[config.mk]
export PLATFORM = sky130hd
export DESIGN_NAME = inst_encoder
export DESIGN_NICKNAME = d
export VERILOG_FILES = /design/src/rtl/inst_encoder.sv
export SDC_FILE = /design/constraint.sdc
export NUM_CORES = 1
export LEC_CHECK = 0
export CORE_MARGIN = 2
export CORE_UTILIZATION = 50
export CTS_BUF_LIST = sky130_fd_sc_hd__clkbuf_4 sky130_fd_sc_hd__clkbuf_8 sky130_fd_sc_hd__clkbuf_16
export DETAILED_ROUTE_END_ITERATION = 7
export PLACE_DENSITY = 0.77
export SLEW_MARGIN = 20
export SYNTH_ARGS = -nofsm -noshare
export SYNTH_HDL_FRONTEND = slang
export SYNTH_SLANG_ARGS = --single-unit
[constraint.sdc]
create_clock -name clk -period 3.7 [get_ports clk]
set_input_delay 0.74 -clock clk [delete_from_list [all_inputs] [get_ports clk]]
set_output_delay 0.74 -clock clk [all_outputs]
set_load 0.005 [all_outputs]
[src/rtl/inst_encoder.sv]
// inst_encoder: turns internal micro-ops into RV32I instruction words and
// queues them (with an error flag) in a small registered FIFO.
module inst_encoder #(
    parameter int unsigned DEPTH = 4
) (
    input  logic        clk,
    input  logic        rst,
    input  logic        in_valid,
    output logic        in_ready,
    input  logic [4:0]  in_op,
    input  logic [4:0]  in_rs1,
    input  logic [4:0]  in_rs2,
    input  logic [4:0]  in_rd,
    input  logic [31:0] in_imm,
    input  logic        in_use_imm,
    output logic        out_valid,
    input  logic        out_ready,
    output logic [31:0] out_inst,
    output logic        out_err,
    output logic [15:0] enc_count
);

    localparam int AW = $clog2(DEPTH);
    localparam logic [AW:0] PTR_ONE = 1;

    localparam logic [4:0] OP_ADD  = 5'd0,  OP_AND  = 5'd1,  OP_OR   = 5'd2,
                           OP_SLL  = 5'd3,  OP_SRL  = 5'd4,  OP_SLT  = 5'd5,
                           OP_SLTU = 5'd6,  OP_SRA  = 5'd7,  OP_SUB  = 5'd8,
                           OP_XOR  = 5'd9,  OP_BEQ  = 5'd10, OP_BGE  = 5'd11,
                           OP_BNE  = 5'd12, OP_BGEU = 5'd13, OP_LUI  = 5'd14,
                           OP_AUIPC = 5'd15, OP_JAL = 5'd16, OP_JALR = 5'd17,
                           OP_LB   = 5'd18, OP_LH   = 5'd19, OP_LW   = 5'd20,
                           OP_LBU  = 5'd21, OP_LHU  = 5'd22, OP_SB   = 5'd23,
                           OP_SH   = 5'd24, OP_SW   = 5'd25, OP_BLT  = 5'd26,
                           OP_BLTU = 5'd27;

    localparam logic [6:0] OPC_OP     = 7'b0110011, OPC_OPIMM = 7'b0010011,
                           OPC_LOAD   = 7'b0000011, OPC_JALR  = 7'b1100111,
                           OPC_STORE  = 7'b0100011, OPC_BRANCH = 7'b1100011,
                           OPC_LUI    = 7'b0110111, OPC_AUIPC = 7'b0010111,
                           OPC_JAL    = 7'b1101111;

    localparam logic [6:0] F7_ALT = 7'b0100000;

    typedef enum logic [2:0] {
        FMT_R, FMT_I, FMT_SH, FMT_S, FMT_B, FMT_U, FMT_J, FMT_BAD
    } fmt_e;

    fmt_e        fmt;
    fmt_e        alu_fmt;
    fmt_e        shift_fmt;
    logic [6:0]  alu_opc;
    logic [2:0]  f3;
    logic [6:0]  f7;
    logic [6:0]  opc;
    logic        i_ok, sh_ok, b_ok, j_ok, u_ok;
    logic [31:0] enc_inst;
    logic        enc_err;

    logic [AW:0]       wr_ptr, rd_ptr;
    logic [31:0]       inst_mem [DEPTH];
    logic [DEPTH-1:0]  err_mem;
    logic              full, empty, push, pop;

    // ALU ops pick their format from use_imm; shifts have their own I-form
    assign alu_fmt   = in_use_imm ? FMT_I  : FMT_R;
    assign shift_fmt = in_use_imm ? FMT_SH : FMT_R;
    assign alu_opc   = in_use_imm ? OPC_OPIMM : OPC_OP;

    // Immediate range checks for each format
    assign i_ok  = (in_imm == {{20{in_imm[11]}}, in_imm[11:0]});
    assign sh_ok = (in_imm[31:5] == 27'h0);
    assign b_ok  = (in_imm == {{19{in_imm[12]}}, in_imm[12:0]}) && !in_imm[0];
    assign j_ok  = (in_imm == {{11{in_imm[20]}}, in_imm[20:0]}) && !in_imm[0];
    assign u_ok  = (in_imm[11:0] == 12'h000);

    // Classify the op into a format with its opcode and funct fields
    always_comb begin
        fmt = FMT_BAD;
        f3  = 3'b000;
        f7  = 7'b0000000;
        opc = 7'b0000000;
        case (in_op)
            OP_ADD:   begin fmt = alu_fmt;   f3 = 3'b000; opc = alu_opc; end
            OP_SUB:   begin fmt = in_use_imm ? FMT_BAD : FMT_R; f3 = 3'b000;
                            f7 = F7_ALT; opc = OPC_OP; end
            OP_SLL:   begin fmt = shift_fmt; f3 = 3'b001; opc = alu_opc; end
            OP_SLT:   begin fmt = alu_fmt;   f3 = 3'b010; opc = alu_opc; end
            OP_SLTU:  begin fmt = alu_fmt;   f3 = 3'b011; opc = alu_opc; end
            OP_XOR:   begin fmt = alu_fmt;   f3 = 3'b100; opc = alu_opc; end
            OP_SRL:   begin fmt = shift_fmt; f3 = 3'b101; opc = alu_opc; end
            OP_SRA:   begin fmt = shift_fmt; f3 = 3'b101; f7 = F7_ALT;
                            opc = alu_opc; end
            OP_OR:    begin fmt = alu_fmt;   f3 = 3'b110; opc = alu_opc; end
            OP_AND:   begin fmt = alu_fmt;   f3 = 3'b111; opc = alu_opc; end
            OP_BEQ:   begin fmt = FMT_B; f3 = 3'b000; opc = OPC_BRANCH; end
            OP_BNE:   begin fmt = FMT_B; f3 = 3'b001; opc = OPC_BRANCH; end
            OP_BLT:   begin fmt = FMT_B; f3 = 3'b100; opc = OPC_BRANCH; end
            OP_BGE:   begin fmt = FMT_B; f3 = 3'b101; opc = OPC_BRANCH; end
            OP_BLTU:  begin fmt = FMT_B; f3 = 3'b110; opc = OPC_BRANCH; end
            OP_BGEU:  begin fmt = FMT_B; f3 = 3'b111; opc = OPC_BRANCH; end
            OP_LB:    begin fmt = FMT_I; f3 = 3'b000; opc = OPC_LOAD; end
            OP_LH:    begin fmt = FMT_I; f3 = 3'b001; opc = OPC_LOAD; end
            OP_LW:    begin fmt = FMT_I; f3 = 3'b010; opc = OPC_LOAD; end
            OP_LBU:   begin fmt = FMT_I; f3 = 3'b100; opc = OPC_LOAD; end
            OP_LHU:   begin fmt = FMT_I; f3 = 3'b101; opc = OPC_LOAD; end
            OP_JALR:  begin fmt = FMT_I; f3 = 3'b000; opc = OPC_JALR; end
            OP_SB:    begin fmt = FMT_S; f3 = 3'b000; opc = OPC_STORE; end
            OP_SH:    begin fmt = FMT_S; f3 = 3'b001; opc = OPC_STORE; end
            OP_SW:    begin fmt = FMT_S; f3 = 3'b010; opc = OPC_STORE; end
            OP_LUI:   begin fmt = FMT_U; opc = OPC_LUI; end
            OP_AUIPC: begin fmt = FMT_U; opc = OPC_AUIPC; end
            OP_JAL:   begin fmt = FMT_J; opc = OPC_JAL; end
            default:  fmt = FMT_BAD;
        endcase
    end

    // Assemble the instruction word for the format; errors force a zero word
    always_comb begin
        enc_inst = 32'h0;
        enc_err  = 1'b0;
        case (fmt)
            FMT_R:  enc_inst = {f7, in_rs2, in_rs1, f3, in_rd, opc};
            FMT_I:  begin
                enc_err  = !i_ok;
                enc_inst = {in_imm[11:0], in_rs1, f3, in_rd, opc};
            end
            FMT_SH: begin
                enc_err  = !sh_ok;
                enc_inst = {f7, in_imm[4:0], in_rs1, f3, in_rd, opc};
            end
            FMT_S:  begin
                enc_err  = !i_ok;
                enc_inst = {in_imm[11:5], in_rs2, in_rs1, f3, in_imm[4:0], opc};
            end
            FMT_B:  begin
                enc_err  = !b_ok;
                enc_inst = {in_imm[12], in_imm[10:5], in_rs2, in_rs1, f3,
                            in_imm[4:1], in_imm[11], opc};
            end
            FMT_U:  begin
                enc_err  = !u_ok;
                enc_inst = {in_imm[31:12], in_rd, opc};
            end
            FMT_J:  begin
                enc_err  = !j_ok;
                enc_inst = {in_imm[20], in_imm[10:1], in_imm[11], in_imm[19:12],
                            in_rd, opc};
            end
            default: enc_err = 1'b1;
        endcase
        if (enc_err) begin
            enc_inst = 32'h0;
        end
    end

    // FIFO status comes only from registered pointers
    assign empty     = (wr_ptr == rd_ptr);
    assign full      = (wr_ptr[AW] != rd_ptr[AW]) &&
                       (wr_ptr[AW-1:0] == rd_ptr[AW-1:0]);
    assign in_ready  = !full;
    assign out_valid = !empty;
    assign push      = in_valid && !full;
    assign pop       = out_valid && out_ready;
    assign out_inst  = inst_mem[rd_ptr[AW-1:0]];
    assign out_err   = err_mem[rd_ptr[AW-1:0]];

    // FIFO storage, pointers and the count of successfully encoded requests
    always_ff @(posedge clk) begin
        if (!rst) begin
            wr_ptr    <= '0;
            rd_ptr    <= '0;
            enc_count <= 16'h0;
            err_mem   <= '0;
            for (int i = 0; i < DEPTH; i++) begin
                inst_mem[i] <= 32'h0;
            end
        end else begin
            if (push) begin
                inst_mem[wr_ptr[AW-1:0]] <= enc_inst;
                err_mem[wr_ptr[AW-1:0]]  <= enc_err;
                wr_ptr                   <= wr_ptr + PTR_ONE;
                if (!enc_err) begin
                    enc_count <= enc_count + 16'd1;
                end
            end
            if (pop) begin
                rd_ptr <= rd_ptr + PTR_ONE;
            end
        end
    end

endmodule

* Word level (Yosys, flattened, before mapping) *
Memory sizes are Yosys's and may differ from the RTL's. A register that Yosys moved wholly into a read port is not among the register bits.
Cells that the tools add are included.

storage, ports and cells
  register bits after elaboration = 26
  memory bits (writable) = 128
  input bits = 57
  output and inout port bits = 51
  memories = 1

memory list
  name      words  bits a word  read ports  clocked after Yosys merged registers in  write ports  line  RTL
  inst_mem  4      32           1           1                                        4            61    logic [31:0] inst_mem [DEPTH];

cells by class
  add/subtract/negate cells = 3
  order comparisons = 3
  equality and inequality tests = 39
  multiplexer cells = 25
  bitwise operators = 1
  reductions and logical operators = 36

operator list
  cell                                                                   number
  32-bit one-hot mux with 7 select lines                                 1
  32-bit 2-to-1 mux                                                      2
  7-bit one-hot mux with 9 select lines                                  1
  5-bit equality test, second input constant                             12
  5-bit by 4-bit equality test with 1-bit output, second input constant  8
  32-bit OR reduction                                                    1
  27-bit zero test                                                       1
  3-bit one-hot mux with 8 select lines                                  1
  3-bit one-hot mux with 7 select lines                                  1
  20-bit equality test                                                   1
  5-bit by 3-bit equality test with 1-bit output, second input constant  4
  19-bit equality test                                                   1
  6-bit OR reduction                                                     3
  16-bit by 1-bit adder with 16-bit output, second input constant        1
  12-bit zero test                                                       1
  6-bit 2-to-1 mux                                                       2
  3-bit OR reduction                                                     4
  11-bit equality test                                                   1
  5-bit by 2-bit equality test with 1-bit output, second input constant  2
  2-bit OR reduction                                                     5
  3-bit equality test, second input constant                             3
  9-bit OR reduction                                                     1
  1-bit zero test                                                        8
  1-bit 2-to-1 mux                                                       8
  other kinds (22)                                                       34

* Depth between registers and ports, before layout *
  word-level depth = 9
  depth in mapped cells = 13
  mapped depth without buffers = 8

* Worst setup path before layout *
OpenSTA, ideal clock, no wires.

  path kind = register to register
  start = reg wr_ptr[1]
  end = mem inst_mem[1][0], enable pin
  setup time = 0.466 ns
  data arrival time = 3.549 ns
  data required time = 3.234 ns
  slack = -0.316 ns
  stages on the path, launching flop included = 6
  buffers on the path = 1
  period minus slack after synthesis = 4.016 ns
  cell sequence = dfxtp_1 -> clkbuf_1 -> xor2_1 -> or3_1 -> nand2_1 -> o31ai_1

RTL lines
  what                    line  RTL
  from (decl)             60    logic [AW:0] wr_ptr, rd_ptr;
  from (signal assigned)  182   wr_ptr <= wr_ptr + PTR_ONE;
  to (decl)               61

==> flow_summary.ini <==
[drt]
drt-total-wl_mm = 20.7
vias = 6056
routed_via_density = 6.19
drtAntennaViolNets = 0
drc_errors = 0
drtPass1Iterations = 6
routedWlPerCell_um = 21.1
drt_iter0_drc = 627

[final_layout]
diodes = 0
synthToLayoutAreaGrowth_pct = 28.4
layout_commonest_cell = edfxtp_1
mostFrequentLayoutCells = edfxtp_1 (124), clkdlybuf4s50_1 (107), nor2_1 (89), buf_4 (54), nor4_1 (37)
nets = 841
design_area_um2 = 9850
fillCellCount = 1096
layout-drive-gt1-share = 0.211

[logic_synthesis]
synth_area_um2 = 7670
synth.distinct_cells = 65
synth_edf_count = 124
synth_area_leaders = edfxtp_1 (49%), mux4_2 (9.4%), dfxtp_1 (7.3%), nor2_1 (4.4%), nor4_1 (3.0%)
ys_seq_area_frac = 0.558
ys_ff_latch = 152
synth_top_area_frac = 0.485
synthesis.instances = 643
synth_async_sr_flop_share = 0
synth.largest_area_cell = edfxtp_1
syn_avg_cell_area_um2 = 11.9
ys.warnings.count = 0
synth_flop_cell = edfxtp_1
syn_nets = 707

[worst_setup_path]
regToRegSetupSlack_ns = 1.13
crit_slowest_cell = or4_1
crit_top_cell = buf_4
crit_type = input pin to flop
arrival_ns = 3.67
cp.required_ns = 3.90
end_kind = flop
slowest_delay_ns = 0.52
crit_fanout = 62
critPathLaunchType = input pin
crit_chain = clkdlybuf4s50_1 -> or4_1 -> nor3_1 -> buf_4 -> nand4_1 -> a221o_1 -> buf_4 -> nor4_4 -> nand2_2 -> buf_12 -> nor4_1

[run]
cap_violations = 0

[sta]
hold_viol = 0
period_share = 0.938
worstMarginPinSlew_ns = 0.655
worst_slack_ns = 0.229
final_max_slew_viol_count = 0
fin_setup_tns_ns = 0
fin_worst_skew_ns = 0.00731
setup_violations = 0
fin_crit_ns = 3.47
slew_headroom = 0.563
clock.fmax_ghz = 0.288
rsz0062_at_grt = false

[clock_tree]
clk_latency_ns = 0.43
cts_tree = done
max-clock-path-buffers = 2
cts_root_buf = clkbuf_16
hold_buffers = 0
cts_setup_buffers = 0
cts.sinks = 152
cts-buffers-inserted = 17
cts.clk_slew.worst_paths_ns = 0.06
h-tree-depth = 4
cts_resized = 0

[placed_design]
port_buffers = 107
place_area_um2 = 9300
hpwl_mm = 13.7
dp_slack_ns = -0.132
gp_congestion = 0.906

[global_route]
use_met2 = 0.427
met1_usage = 0.357
grt_pass1_vias = 6141
met3_usage = 0.0509
grt_start_max_net_pins = 63
antenna_found_initial = 0
grt-ovfl-total = 0
grt_first_pass_wirelength_mm = 33.1
grt_use_total = 0.267
grt-busiest-layer = met2

[worst_hold_path]
min_path_type = flop to flop

[floorplan]
start_util = 0.509
die_w_um = 128
io_pins = 108
dieArea_um2 = 16400
rows = 45
fp.dieH_um = 128
core_area_um2 = 15100

[power_and_ir_drop]
p_leak_nw = 3.45
ir_drop_mv = 0.321
power_w = 0.00450
power-per-cell-area_nw_per_um2 = 457

[run_status]
status = finished, final reports clean
final cells by class:
class / count / area [µm²] / area share
Tap cell: 188 / 235 / 0.0239
Clock buffer: 17 / 425 / 0.0432
Multi-Input combinational cell: 425 / 3130 / 0.317
Clock inverter: 15 / 131 / 0.0133
Inverter: 14 / 52.6 / 0.00533
Sequential cell: 152 / 4290 / 0.435
Timing Repair Buffer: 167 / 1600 / 0.162
registers in the layout, summed over array words and instances, names as in the netlist, named ones only:
signal / cells
enc_count: 16
err_mem: 4
inst_mem: 124
rd_ptr: 3
wr_ptr: 3
synth_stat cells (2+ instances only):
master / count
a21o_1: 2
a21oi_1: 33
a221oi_1: 4
a222oi_1: 4
a22oi_1: 15
a31oi_1: 3
and2_1: 3
and3_1: 7
buf_1: 3
buf_2: 4
buf_6: 2
clkbuf_1: 40
dfxtp_1: 28
edfxtp_1: 124
ha_1: 7
inv_1: 9
inv_2: 4
mux2i_1: 4
mux4_2: 32
nand2_1: 35
nand2b_1: 3
nand3_1: 9
nand3b_1: 2
nand4_1: 9
nand4b_1: 2
nor2_1: 89
nor2_2: 17
nor2_4: 12
nor2b_1: 7
nor3_1: 7
nor4_1: 37
o21ai_0: 15
o21ai_1: 4
o221ai_1: 2
o22ai_1: 3
o311a_1: 2
o31ai_1: 13
or3_1: 5
or4_1: 8
or4_4: 2
xnor2_1: 2
xor2_1: 7
worst max-delay path, delay by kind of cell:
family | cells | cell delay [ns]
buffers and inverters | 4 | 0.97
AOI/OAI and AO/OA | 1 | 0.40
and+or+nand+nor | 6 | 1.51
path summary, 6_finish.rpt:
path / from / endpoint / cells past startpoint
min: enc_count[15] / enc_count[15] / 2
max: in_imm[7] / inst_mem[0][16] / 11
max reg2reg: rd_ptr[0] / inst_mem[0][16] / 7
min reg2reg: enc_count[15] / enc_count[15] / 2
layer usage:
metal / part of all wire / routed length [µm]
met1: 0.41 / 8460
met2: 0.49 / 10200
met3: 0.065 / 1340
met4: 0.034 / 708
met5: 0 / 0
where the power goes:
part	internal [W]	switching, W
clock network	0.000884	0.000757
logic	0.000445	0.000422
registers	0.00195	0.0000467
total	0.00328	0.00123
per-stage QoR:
stage	utilization	cells	hold slack (ns)
after floorplan	-	643	0.458
after global placement	0.616	946	0.467
after detailed placement	0.616	946	0.480
after CTS	0.653	978	0.496
after global routing	0.653	978	0.522
final	0.653	978	0.491
kinds of logic after synthesis:
| family | share of synthesized area |
|---|---|
| DFF | 0.558 |
| AOI/OAI and AO/OA | 0.0969 |
| xor gates and xnor gates | 0.0103 |
| muxes | 0.0991 |
| and+or+nand+nor | 0.185 |
| buffers and inverters | 0.0390 |
| adders and majority gates | 0.0114 |
(Power assumes the default switching activity.)
